### config.mk
export PLATFORM = sky130hd
export DESIGN_NAME = sample_stamp_counter
export DESIGN_NICKNAME = d
export VERILOG_FILES = /design/src/rtl/sample_counter_pkg.sv /design/src/rtl/sample_snap_slot.sv /design/src/rtl/sample_stamp_counter.sv
export SDC_FILE = /design/constraint.sdc
export NUM_CORES = 1
export LEC_CHECK = 0
export ABC_AREA = 1
export ABC_CLOCK_PERIOD_IN_PS = 2780
export BUFFER_PORTS_ARGS = -buffer_cell sky130_fd_sc_hd__buf_4
export CORE_MARGIN = 10
export CORE_UTILIZATION = 50
export DETAILED_ROUTE_END_ITERATION = 6
export GPL_TIMING_DRIVEN = 0
export MAX_ROUTING_LAYER = met4
export PLACE_DENSITY_LB_ADDON = 0.08
export SYNTH_ARGS = -nofsm -noshare
export SYNTH_HDL_FRONTEND = slang
export SYNTH_SLANG_ARGS = --single-unit
### constraint.sdc
create_clock -name axis_aclk -period 2.78 [get_ports axis_aclk]
set_clock_uncertainty 0.05 [all_clocks]
set_input_delay 0.278 -clock axis_aclk [delete_from_list [all_inputs] [get_ports axis_aclk]]
set_output_delay 0.278 -clock axis_aclk [all_outputs]
set_load 0.005 [all_outputs]
### src/rtl/sample_counter_pkg.sv
// Shared state encodings and default sizing for the sample stamp counter.
package sample_counter_pkg;

    localparam int unsigned CNT_W_DEF  = 64;
    localparam int unsigned NUM_CH_DEF = 4;
    localparam int unsigned STATE_W    = 2;

    typedef enum logic [STATE_W-1:0] {
        ST_IDLE    = 2'b00,
        ST_COUNT   = 2'b01,
        ST_PAUSE   = 2'b10,
        ST_ILLEGAL = 2'b11
    } state_e;

    // Snapshots are only accepted once counting has been started.
    function automatic logic snap_enabled(input state_e s);
        return (s == ST_COUNT) || (s == ST_PAUSE);
    endfunction

endpackage

### src/rtl/sample_snap_slot.sv
// One snapshot channel: capture, valid/ready handshake and sticky drop flag.
module sample_snap_slot
    import sample_counter_pkg::*;
#(
    parameter int unsigned CNT_W = CNT_W_DEF
) (
    input  logic             axis_aclk,
    input  logic             axis_aresetn,
    input  logic             i_clear,
    input  logic             i_cap,
    input  logic [CNT_W-1:0] i_cap_val,
    input  logic             i_rdy,
    output logic [CNT_W-1:0] o_data,
    output logic             o_vld,
    output logic             o_ovf
);

    logic [CNT_W-1:0] data_q, data_d;
    logic             vld_q, vld_d;
    logic             ovf_q, ovf_d;

    always_comb begin
        data_d = data_q;
        vld_d  = vld_q;
        ovf_d  = ovf_q;
        if (i_clear) begin
            vld_d = 1'b0;
            ovf_d = 1'b0;
        end else if (i_cap) begin
            // A pending, unaccepted snapshot wins; the new one is dropped.
            if (vld_q && !i_rdy) begin
                ovf_d = 1'b1;
            end else begin
                data_d = i_cap_val;
                vld_d  = 1'b1;
            end
        end else if (vld_q && i_rdy) begin
            vld_d = 1'b0;
        end
    end

    always_ff @(posedge axis_aclk or negedge axis_aresetn) begin
        if (!axis_aresetn) begin
            data_q <= '0;
            vld_q  <= 1'b0;
            ovf_q  <= 1'b0;
        end else begin
            data_q <= data_d;
            vld_q  <= vld_d;
            ovf_q  <= ovf_d;
        end
    end

    assign o_data = data_q;
    assign o_vld  = vld_q;
    assign o_ovf  = ovf_q;

endmodule

### src/rtl/sample_stamp_counter.sv
// Start/stop sample counter with per-channel timestamp snapshots.
module sample_stamp_counter
    import sample_counter_pkg::*;
#(
    parameter int unsigned CNT_W  = CNT_W_DEF,
    parameter int unsigned NUM_CH = NUM_CH_DEF
) (
    input  logic                    axis_aclk,
    input  logic                    axis_aresetn,
    input  logic                    i_start,
    input  logic                    i_stop,
    input  logic                    i_clear,
    input  logic                    i_vld,
    output logic                    o_vld,
    output logic [CNT_W-1:0]        o_count,
    output logic                    o_wrap,
    output logic [1:0]              o_state,
    input  logic [NUM_CH-1:0]       i_epoch,
    output logic [NUM_CH*CNT_W-1:0] o_snap_data,
    output logic [NUM_CH-1:0]       o_snap_vld,
    input  logic [NUM_CH-1:0]       i_snap_rdy,
    output logic [NUM_CH-1:0]       o_snap_ovf
);

    state_e           state_q, state_d;
    logic [CNT_W-1:0] count_q, count_d;
    logic             vld_q, vld_d;
    logic             wrap_q, wrap_d;
    logic             counted;
    logic             cap_active;

    always_comb begin
        state_d    = state_q;
        count_d    = count_q;
        vld_d      = 1'b0;
        wrap_d     = 1'b0;
        counted    = 1'b0;
        cap_active = 1'b0;
        if (i_clear) begin
            state_d = ST_IDLE;
            count_d = '0;
        end else begin
            cap_active = snap_enabled(state_q);
            case (state_q)
                ST_IDLE:  if (i_start) state_d = ST_COUNT;
                ST_COUNT: begin
                    counted = i_vld;
                    if (i_stop) state_d = ST_PAUSE;
                end
                ST_PAUSE: if (i_start && !i_stop) state_d = ST_COUNT;
                default:  state_d = ST_IDLE;
            endcase
            if (counted) begin
                count_d = count_q + CNT_W'(1);
                vld_d   = 1'b1;
                wrap_d  = (count_q == {CNT_W{1'b1}});
            end
        end
    end

    always_ff @(posedge axis_aclk or negedge axis_aresetn) begin
        if (!axis_aresetn) begin
            state_q <= ST_IDLE;
            count_q <= '0;
            vld_q   <= 1'b0;
            wrap_q  <= 1'b0;
        end else begin
            state_q <= state_d;
            count_q <= count_d;
            vld_q   <= vld_d;
            wrap_q  <= wrap_d;
        end
    end

    assign o_state = 2'(state_q);
    assign o_count = count_q;
    assign o_vld   = vld_q;
    assign o_wrap  = wrap_q;

    // Every channel samples the pre-increment registered count.
    for (genvar k = 0; k < int'(NUM_CH); k++) begin : g_slot
        sample_snap_slot #(
            .CNT_W (CNT_W)
        ) u_slot (
            .axis_aclk    (axis_aclk),
            .axis_aresetn (axis_aresetn),
            .i_clear      (i_clear),
            .i_cap        (cap_active & i_epoch[k]),
            .i_cap_val    (count_q),
            .i_rdy        (i_snap_rdy[k]),
            .o_data       (o_snap_data[k*CNT_W +: CNT_W]),
            .o_vld        (o_snap_vld[k]),
            .o_ovf        (o_snap_ovf[k])
        );
    end

endmodule

==> flow_metrics.py, run 1 <==
metrics = {
    "status": {
        "status": "completed",
    },
    "pwr": {
        "p_clk_share_pct": 42.1,
        "power_density_nw_per_um2": 616,
        "swShare_pct": 26.8,
        "vdd.ir_drop.worst_uv": 429,
        "switching_power_mw": 3.01,
        "p_seq_share_pct": 45.4,
        "combPwrFrac_pct": 12.5,
        "p_int_mw": 8.19,
        "fin_total_pwr_mw": 11.2,
        "leakage_nw": 8.69,
    },
    "critical_path": {
        "cp.buffers_inverters": 4,
        "reg2reg_from": "o_state[0]$_DFFE_PN0P_",
        "worstSetupPathType": "reg2reg",
        "worst-path-stages": 8,
        "worst-r2r-cell-count": 8,
        "crit_start": "o_state[0]$_DFFE_PN0P_",
        "r2r-end": "g_slot[3].u_slot.o_data[8]$_DFFE_PN0P_",
        "cp.required_ps": 3090,
        "start_kind": "register",
        "crit_family": "buffers and inverters",
        "timing.critical_path.cells": "inv_1 -> ha_1 -> nand2_1 -> inv_2 -> nand3_1 -> buf_2 -> clkbuf_1 -> o21ai_0",
        "crit_path_end": "g_slot[3].u_slot.o_data[8]$_DFFE_PN0P_",
        "r2r_slack_ps": 530,
        "critPathMaxFanout": 10,
        "critPathSlowestCell": "clkbuf_1",
        "max_stage_delay_ps": 450,
        "arrival_ps": 2570,
        "crit_path_end_kind": "register",
    },
    "drt": {
        "totalWireLength_microns": 46400,
        "ant_nets": 0,
        "vias": 12300,
        "drc": 0,
        "vias_per_cell": 5.29,
        "drt_iter0_markers": 933,
        "wl_per_cell_microns": 19.9,
        "drtPass1Iterations": 5,
    },
    "sta": {
        "fin_ws_ps": 526,
        "max_slew_margin_pct": 47.7,
        "setup_viol": 0,
        "slew_violations": 0,
        "min_period_ps": 2250,
        "max_freq_ghz": 0.444,
        "worst_slew_pin_slew_ps": 784,
        "fin_hold_ws_ps": 11.0,
        "fin_crit_sh_pct": 81.1,
        "finalHoldViolations": 0,
        "rsz0062_at_grt": "no",
        "setup_tns_ps": 0,
    },
    "placed_design": {
        "place_hpwl_microns": 35000,
        "post_dp_cell_area_sq_um": 17000,
        "place_ws_ps": 545,
        "gp_congestion": 0.957,
        "dpl.cell_count": 2260,
        "portBuffers": 345,
    },
    "yosys": {
        "synth_nets": 1559,
        "yosys-top-cells-area": "dfrtp_1 60%, nand2_1 11%, o21ai_0 9.3%",
        "yosys.area.top_type": "dfrtp_1",
        "ys_ff_latch": 332,
        "ys_types": 34,
        "synth.avg_cell_area_sq_um": 8.98,
        "syn_inst": 1540,
        "yosysWarnings": 0,
        "netlist_area_sq_um": 13800,
        "synth-seq-area-share_pct": 60.1,
        "synth_top_area_share_pct": 60.1,
    },
    "layout": {
        "nNetsFinal": 1950,
        "insertedDiodeCount": 0,
        "syn2layout_area_growth_pct": 31.6,
        "final_cell_mix": "421 x nand2_1, 352 x buf_4, 332 x dfrtp_1",
        "drive_gt1_share_pct": 25.6,
        "fillers": 2277,
        "multi_input_area_sq_um": 4740,
        "final_common_cell": "nand2_1",
        "regArea_sq_um": 8310,
        "final_cells": 2331,
        "final_util_pct": 67.1,
        "fin_area_sq_um": 18200,
    },
    "global_routing": {
        "grt_max_degree": 109,
        "grt_overflow_total": 0,
        "use_met2_pct": 42.6,
        "grt_usage_pct": 27.2,
        "antenna_found_initial": 0,
        "grt_pass1_vias": 12300,
        "grt.busiest_layer": "met2",
        "grt_pass1_wl_microns": 71300,
        "grt_use_met1_pct": 34.9,
        "met3_usage_pct": 6.81,
    },
    "floorplan": {
        "ios": 346,
        "rows": 60,
        "die_area_sq_um": 34700,
        "initial_core_util_pct": 51.0,
        "fp.coreArea_sq_um": 27100,
        "fp.dieW_microns": 186,
        "die_y_microns": 186,
    },
    "cts": {
        "root_buffer": "clkbuf_16",
        "cts.repair_timing.setup_buffer_count": 0,
        "cts_tree": "yes",
        "clk_latency_ps": 530,
        "cts_inserted_buffers": 36,
        "clockBufferDepth": 3,
        "path_clk_slew_ps": 60,
        "ctsResizeCount": 0,
        "cts_sinks": 332,
        "htreeDepth": 2,
        "ctsHoldBuffers": 5,
    },
    "hold_path": {
        "holdCritPathClass": "in2reg",
    },
    "flow_run": {
        "drv_cap": 0,
    },
}
[tightest hold or removal path: stages]
cell and delay, ps:
buf_4 80, inv_1 30, nand2_1 80, o21ai_0 70
[kinds of logic after synthesis]
| group | count (synthesis) | synth area share (%) |
|---|---|---|
| and+or+nand+nor | 674 | 21.3 |
| AOI/OAI and AO/OA | 342 | 12.5 |
| buffers and inverters | 186 | 5.57 |
| muxes | 1 | 0.0724 |
| adders and majority gates | 5 | 0.453 |
| DFF | 332 | 60.1 |
[worst min path at each step]
stage,from,end,slack (ps),cells past startpoint
after global routing,i_snap_rdy[0],g_slot[0].u_slot.o_vld$_DFFE_PN0P_,40,4
after floorplan,axis_aresetn,g_slot[0].u_slot.o_data[0]$_DFFE_PN0P_,-70,0
final,i_snap_rdy[0],g_slot[0].u_slot.o_vld$_DFFE_PN0P_,10,4
after CTS,i_snap_rdy[0],g_slot[0].u_slot.o_vld$_DFFE_PN0P_,2,4
after global placement,g_slot[2].u_slot.o_data[7]$_DFFE_PN0P_,g_slot[2].u_slot.o_data[7]$_DFFE_PN0P_,420,2
after detailed placement,axis_aresetn,g_slot[0].u_slot.o_data[10]$_DFFE_PN0P_,190,1
[power by group through the flow]
stage	sequential, mW	combinational, mW	clock (mW)
after floorplan	5.16	0.648	0
after global placement	5.16	1.36	0
after detailed placement	5.16	1.40	0
after CTS	5.08	1.41	4.80
after global routing	5.10	1.56	4.98
final	5.08	1.40	4.71
[area by class of cell]
type,instances,share of cell area (%)
well taps,372,2.56
multi-input cells,1022,26.1
clock buffers,56,5.92
clock inverters,10,0.523
flip-flops and latches,332,45.7
plain buffers,71,1.86
repair buffers,353,15.0
inverters,115,2.37
[per-layer routing]
metal | up-vias | part of all wire, % | wire, microns
met3 | 59 | 9.1 | 4200
li1 | 5765 | - | -
met5 | - | 0 | 0
met1 | 6072 | 42 | 19500
met2 | 439 | 47 | 21800
met4 | 0 | 2.0 | 926
[cells in the mapped netlist, drive strengths merged]
cell    number
nor3        13
inv        113
mux2i        1
nor2       157
nand3       37
clkinv       2
nor4         1
nand4       15
dfrtp      332
nand2      440
ha           5
a211oi       1
nand3b       4
nor3b        2
o22ai        1
o21ai      300
o21a         4
a21oi       36
buf         42
clkbuf      29
and2         5
[registers in the layout (all words and copies together), names as in the netlist]
signal,count
o_vld,1
g_slot.u_slot.o_data,256
o_wrap,1
g_slot.u_slot.o_ovf,4
o_count,64
g_slot.u_slot.o_vld,4
o_state,2
Note: power is estimated with default switching activity, not from simulation.
==> run 2, diff against run 1 <==
--- a/config.mk
+++ b/config.mk
@@ -5,8 +5,8 @@
 export SDC_FILE = /design/constraint.sdc
 export NUM_CORES = 1
 export LEC_CHECK = 0
-export ABC_AREA = 1
-export ABC_CLOCK_PERIOD_IN_PS = 2780
+export ABC_AREA = 0
+export ABC_CLOCK_PERIOD_IN_PS = 2200
 export BUFFER_PORTS_ARGS = -buffer_cell sky130_fd_sc_hd__buf_4
 export CORE_MARGIN = 10
 export CORE_UTILIZATION = 50
==> constraint.sdc (replaced) <==
create_clock -name axis_aclk -period 2.2 [get_ports axis_aclk]
set_clock_uncertainty 0.05 [all_clocks]
set_input_delay 0.22 -clock axis_aclk [delete_from_list [all_inputs] [get_ports axis_aclk]]
set_output_delay 0.22 -clock axis_aclk [all_outputs]
set_load 0.005 [all_outputs]
==> flow_metrics.py, run 2 <==
metrics = {
    "status": {
        "status": "finished, violations left",
        "violations": "DRC, setup timing",
    },
    "placed_design": {
        "portBuffers": 345,
        "post_dp_cell_area_sq_um": 16400,
        "place_hpwl_microns": 27700,
        "place_ws_ps": -897,
        "gp_congestion": 0.792,
        "dpl.cell_count": 1688,
    },
    "yosys": {
        "yosys.area.top_type": "dfrtp_1",
        "synth_edf_count": 0,
        "yosys.area_share.xor_xnor_pct": 2.17,
        "synth_top_area_share_pct": 62.3,
        "synth.most_common_cell": "dfrtp_1",
        "yosys-top-cells-area": "dfrtp_1 62%, mux2_2 19%, o21ai_0 2.0%",
        "synth.top_cells.by_count": "332 x dfrtp_1, 220 x mux2_2, 56 x nand2_1, 54 x o21ai_0, 49 x nor2_1",
        "syn_inst": 1006,
        "netlist_area_sq_um": 13300,
        "synthArstFlopShare_pct": 100,
        "synthFlopType": "dfrtp_1",
        "ys_types": 41,
        "synth.avg_cell_area_sq_um": 13.3,
        "muxShareOfSynthArea_pct": 18.7,
        "yosysWarnings": 0,
        "synth_nets": 1025,
        "synth_fa_ha_area_share_pct": 0.469,
        "synth_top_family_by_area": "multiplexers",
        "synth_compound_area_share_pct": 4.51,
        "ys_ff_latch": 332,
        "synth-seq-area-share_pct": 62.3,
        "synth-simple-area-share_pct": 9.09,
    },
    "cts": {
        "clk_latency_ps": 510,
        "root_buffer": "clkbuf_16",
        "cts_tree": "yes",
        "path_clk_slew_ps": 60,
        "htreeDepth": 2,
        "cts_sinks": 332,
        "cts_inserted_buffers": 36,
        "clockBufferDepth": 3,
    },
    "critical_path": {
        "crit_path_end_kind": "register",
        "crit_start": "o_count[42]$_DFFE_PN0P_",
        "arrival_ps": 2620,
        "reg2reg_from": "o_count[42]$_DFFE_PN0P_",
        "timing.critical_path.cells": "buf_8 -> nand3_4 -> or3_4 -> or3_4 -> buf_6 -> or4_4 -> a21oi_2",
        "cp.required_ps": 2580,
        "start_kind": "register",
        "worstSetupPathType": "reg2reg",
        "critPathMaxFanout": 8,
        "critPathSlowestCell": "or4_4",
        "max_stage_delay_ps": 470,
        "crit_top_cell": "or3_4",
        "worst-r2r-cell-count": 7,
    },
    "layout": {
        "drive_gt1_share_pct": 58.4,
        "final_util_pct": 73.7,
        "nNetsFinal": 1513,
        "syn2layout_area_growth_pct": 44.4,
        "final_cell_mix": "445 x buf_4, 296 x dfrtp_1, 220 x mux2_2",
        "largest_reg_flops": 256,
        "final_cells": 1855,
        "final_common_cell": "buf_4",
        "fillers": 1818,
        "fin_area_sq_um": 19300,
    },
    "pwr": {
        "leakage_nw": 9.93,
        "fin_total_pwr_mw": 12.9,
        "vdd.ir_drop.worst_uv": 566,
        "power_density_nw_per_um2": 669,
    },
    "global_routing": {
        "grt_overflow_total": 0,
        "grt_pass1_vias": 10200,
        "antenna_found_initial": 2,
        "grt_max_degree": 126,
        "grt_pass1_wl_microns": 60700,
        "grt_usage_pct": 23.6,
    },
    "sta": {
        "max_slew_margin_pct": 51.3,
        "fin_ws_ps": -47.7,
        "setup_viol": 9,
        "setup_tns_ps": -242,
        "finalHoldViolations": 0,
        "fin_crit_sh_pct": 102,
        "rsz0062_at_grt": "yes",
        "fin_hold_ws_ps": 36.5,
        "slew_violations": 0,
        "worst_slew_pin_slew_ps": 731,
        "max_freq_ghz": 0.445,
        "min_period_ps": 2250,
    },
    "drt": {
        "drt_iter0_markers": 582,
        "ant_nets": 0,
        "wl_per_cell_microns": 22.0,
        "vias": 10100,
        "vias_per_cell": 5.44,
        "totalWireLength_microns": 40700,
        "drtPass1Iterations": 7,
        "drc": 2,
    },
    "floorplan": {
        "die_y_microns": 183,
        "ios": 346,
        "initial_core_util_pct": 51.0,
        "fp.coreArea_sq_um": 26100,
        "rows": 59,
        "die_area_sq_um": 33600,
        "fp.dieW_microns": 183,
    },
    "flow_run": {
        "drv_cap": 0,
    },
    "hold_path": {
        "holdPathStages": 3,
        "holdCritPathClass": "in2reg",
        "hp-start": "i_snap_rdy[1]",
    },
}
==> run 2: cell count changes after synthesis, moves of 12 or more <==
| cell | change |
|---|---|
| inv_1 | -94 |
| nand2_1 | -365 |
| nor2_4 | -16 |
| o21ai_0 | -204 |
| buf_2 | -22 |
| clkbuf_1 | +15 |
| or3_1 | +14 |
| nor2_1 | -82 |
| o31ai_1 | +12 |
| xor2_1 | +26 |
| o21ai_1 | -42 |
| mux2_2 | +220 |
| nand2_2 | -14 |
==> run 2: final timing paths <==
path / end / slack (ps)
max: o_count[62]$_DFFE_PN0P_ / -50
max in group asynchronous: o_count[28]$_DFFE_PN0P_ / 720
max reg2reg: o_count[62]$_DFFE_PN0P_ / -50
min in group asynchronous: g_slot[2].u_slot.o_data[56]$_DFFE_PN0P_ / 270
min: g_slot[1].u_slot.o_vld$_DFFE_PN0P_ / 40
min reg2reg: g_slot[2].u_slot.o_data[32]$_DFFE_PN0P_ / 430
==> run 2: repair_timing <==
action	in CTS	in global routing
resized for setup	154	94
hold endpoints to repair	92	0
endpoints found under the setup margin	301	296
buffers inserted	51	48
gates cloned	1	3
hold buffers	8	0
pin swaps	46	30
==> run 2: where the power goes <==
group / internal (mW) / switching [mW]
Combinational: 0.395 / 0.515
Sequential: 6.15 / 0.0291
Clock: 3.40 / 2.39
==> run 2: cell families after synthesis <==
family | after synthesis
buffers and inverters | 83
flip-flops | 332
adder cells (fa/ha/maj) | 5
AO/OA/AOI/OAI | 108
multiplexers | 222
AND/OR/NAND/NOR | 223
XOR/XNOR | 33
==> run 2: final cells by class <==
type,instances,area [sq um],area share [%]
Multi-Input combinational cell,593,5100,26.5
Inverter,12,45.0,0.234
Timing Repair Buffer,456,3580,18.6
Sequential cell,332,8350,43.4
Antenna cell,2,5.00,0.0260
Tap cell,335,419,2.18
Clock inverter,10,80.1,0.416
Clock buffer,52,1040,5.41
Buffer,63,623,3.24
==> run 2: per-layer routing <==
metal	share of wire (%)	wire [microns]	vias up	global-route usage (%)
li1	-	-	4521	-
met3	7.3	2980	68	6.64
met5	0	0	-	-
met4	2.2	884	0	5.97
met1	40	16100	5178	27.7
met2	51	20700	317	39.4
==> run 2: critical path: cells and delay by family (launching register included) <==
kind,cells,cell delay (ps)
compound gates,1,140
buf+inv,2,260
flops,1,380
simple gates,4,1350
==> run 3, diff against run 2 <==
--- a/config.mk
+++ b/config.mk
@@ -5,7 +5,7 @@
 export SDC_FILE = /design/constraint.sdc
 export NUM_CORES = 1
 export LEC_CHECK = 0
-export ABC_AREA = 0
+export ABC_AREA = 1
 export ABC_CLOCK_PERIOD_IN_PS = 2200
 export BUFFER_PORTS_ARGS = -buffer_cell sky130_fd_sc_hd__buf_4
 export CORE_MARGIN = 10
@@ -14,6 +14,7 @@
 export GPL_TIMING_DRIVEN = 0
 export MAX_ROUTING_LAYER = met4
 export PLACE_DENSITY_LB_ADDON = 0.08
+export SLEW_MARGIN = 30
 export SYNTH_ARGS = -nofsm -noshare
 export SYNTH_HDL_FRONTEND = slang
 export SYNTH_SLANG_ARGS = --single-unit
==> flow_metrics.py, run 3 (same netlist as run 1, synthesis figures left out) <==
metrics = {
    "status": {
        "status": "completed",
    },
    "critical_path": {
        "critPathMaxFanout": 8,
        "max_stage_delay_ps": 410,
        "crit_family": "simple AND/OR/NAND/NOR gates",
        "arrival_ps": 2450,
        "cp.required_ps": 2560,
        "start_kind": "register",
        "timing.critical_path.cells": "inv_1 -> ha_1 -> nand2_2 -> inv_2 -> nand3_1 -> nor2_1 -> nand2_2 -> nor2_4 -> nand3_1 -> nand2_1 -> nor2_1",
        "worstSetupPathType": "reg2reg",
        "cp.buffers_inverters": 2,
        "critPathSlowestCell": "dfrtp_1",
        "crit_path_end_kind": "register",
    },
    "placed_design": {
        "dpl.cell_count": 2261,
        "portBuffers": 345,
        "gp_congestion": 0.957,
        "place_ws_ps": -44.0,
        "place_hpwl_microns": 35200,
    },
    "floorplan": {
        "rows": 60,
        "die_y_microns": 186,
        "ios": 346,
        "die_area_sq_um": 34700,
        "initial_core_util_pct": 51.0,
        "fp.dieW_microns": 186,
        "fp.coreArea_sq_um": 27100,
    },
    "sta": {
        "setup_tns_ps": 0,
        "max_freq_ghz": 0.479,
        "worst_slew_pin_slew_ps": 769,
        "setup_viol": 0,
        "fin_hold_ws_ps": 12.2,
        "slew_violations": 0,
        "fin_ws_ps": 112,
        "finalHoldViolations": 0,
        "rsz0062_at_grt": "yes",
        "min_period_ps": 2090,
        "max_slew_margin_pct": 48.7,
        "fin_crit_sh_pct": 94.9,
    },
    "layout": {
        "insertedDiodeCount": 0,
        "final_cell_mix": "421 x nand2_1, 352 x buf_4, 332 x dfrtp_1",
        "final_cells": 2330,
        "largest_reg_flops": 256,
        "syn2layout_area_growth_pct": 32.0,
        "final_common_cell": "nand2_1",
        "drive_gt1_share_pct": 26.6,
        "nNetsFinal": 1957,
    },
    "flow_run": {
        "drv_cap": 0,
    },
    "cts": {
        "path_clk_slew_ps": 70,
        "cts_tree": "yes",
        "htreeDepth": 2,
        "cts.repair_timing.setup_buffer_count": 0,
        "cts_inserted_buffers": 36,
        "cts_sinks": 332,
        "clockBufferDepth": 3,
        "clk_latency_ps": 520,
        "root_buffer": "clkbuf_16",
    },
    "drt": {
        "wl_per_cell_microns": 20.0,
        "ant_nets": 0,
        "totalWireLength_microns": 46600,
        "drc": 0,
        "vias_per_cell": 5.30,
        "drt_iter0_markers": 848,
        "vias": 12400,
        "drtPass1Iterations": 5,
    },
    "pwr": {
        "leakage_nw": 8.76,
        "fin_total_pwr_mw": 14.0,
        "vdd.ir_drop.worst_uv": 453,
        "power_density_nw_per_um2": 766,
    },
    "global_routing": {
        "grt_usage_pct": 27.2,
        "grt_max_degree": 87,
        "grt_pass1_wl_microns": 71300,
        "antenna_found_initial": 0,
        "grt_pass1_vias": 12400,
        "grt_overflow_total": 0,
    },
    "hold_path": {
        "holdCritPathClass": "in2reg",
    },
}
run 3: final cells by class:
cell class	instances	area, sq um
clock inverters	3	20.0
clock buffers	55	1080
multi-input cells	1022	4740
fillers	2230	8850
plain buffers	71	375
repair buffers	360	2820
inverters	115	432
flip-flops and latches	332	8310
well taps	372	465
run 3: repair_timing:
action / CTS / global route
gates resized for setup: 5 / 41
hold buffers: 11 / 0
endpoints found under the hold margin: 96 / 0
endpoints found under the setup margin: 12 / 209
run 3: metrics by stage:
step	area, sq um	utilization [%]
floorplan	13800	-
global placement	16900	62.3
detailed placement	17000	62.7
CTS	18200	67.2
global route	18200	67.3
finish	18200	67.3
run 3: per-layer routing:
layer / part of all wire [%] / up-vias / global-route usage, %
met2: 46 / 459 / 41.7
met1: 42 / 6053 / 35.3
met3: 8.8 / 75 / 6.42
met5: 0 / - / -
met4: 2.7 / 0 / 8.32
li1: - / 5764 / -
run 3: tightest hold or removal path, delay by kind of cell:
family / cells / cell delay, ps
AO/OA/AOI/OAI: 1 / 100
buffers and inverters: 2 / 120
AND/OR/NAND/NOR: 1 / 90
run 3: final timing paths:
check,startpoint,endpoint,slack (ps),cells past startpoint
max,o_state[1]$_DFFE_PN0P_,o_count[49]$_DFFE_PN0P_,110,11
min,i_snap_rdy[2],g_slot[2].u_slot.o_ovf$_DFFE_PN0P_,10,4
min reg2reg,g_slot[1].u_slot.o_data[1]$_DFFE_PN0P_,g_slot[1].u_slot.o_data[1]$_DFFE_PN0P_,430,2
max reg2reg,o_state[1]$_DFFE_PN0P_,o_count[49]$_DFFE_PN0P_,110,11
min in group asynchronous,axis_aresetn,g_slot[1].u_slot.o_data[11]$_DFFE_PN0P_,180,2
max in group asynchronous,axis_aresetn,g_slot[0].u_slot.o_data[38]$_DFFE_PN0P_,880,4
run 3: where the power goes:
group          switching [mW]  internal, mW  total [mW]
combinational            1.23         0.600        1.83
sequential              0.126          6.29        6.42
clock                    2.37          3.37        5.73
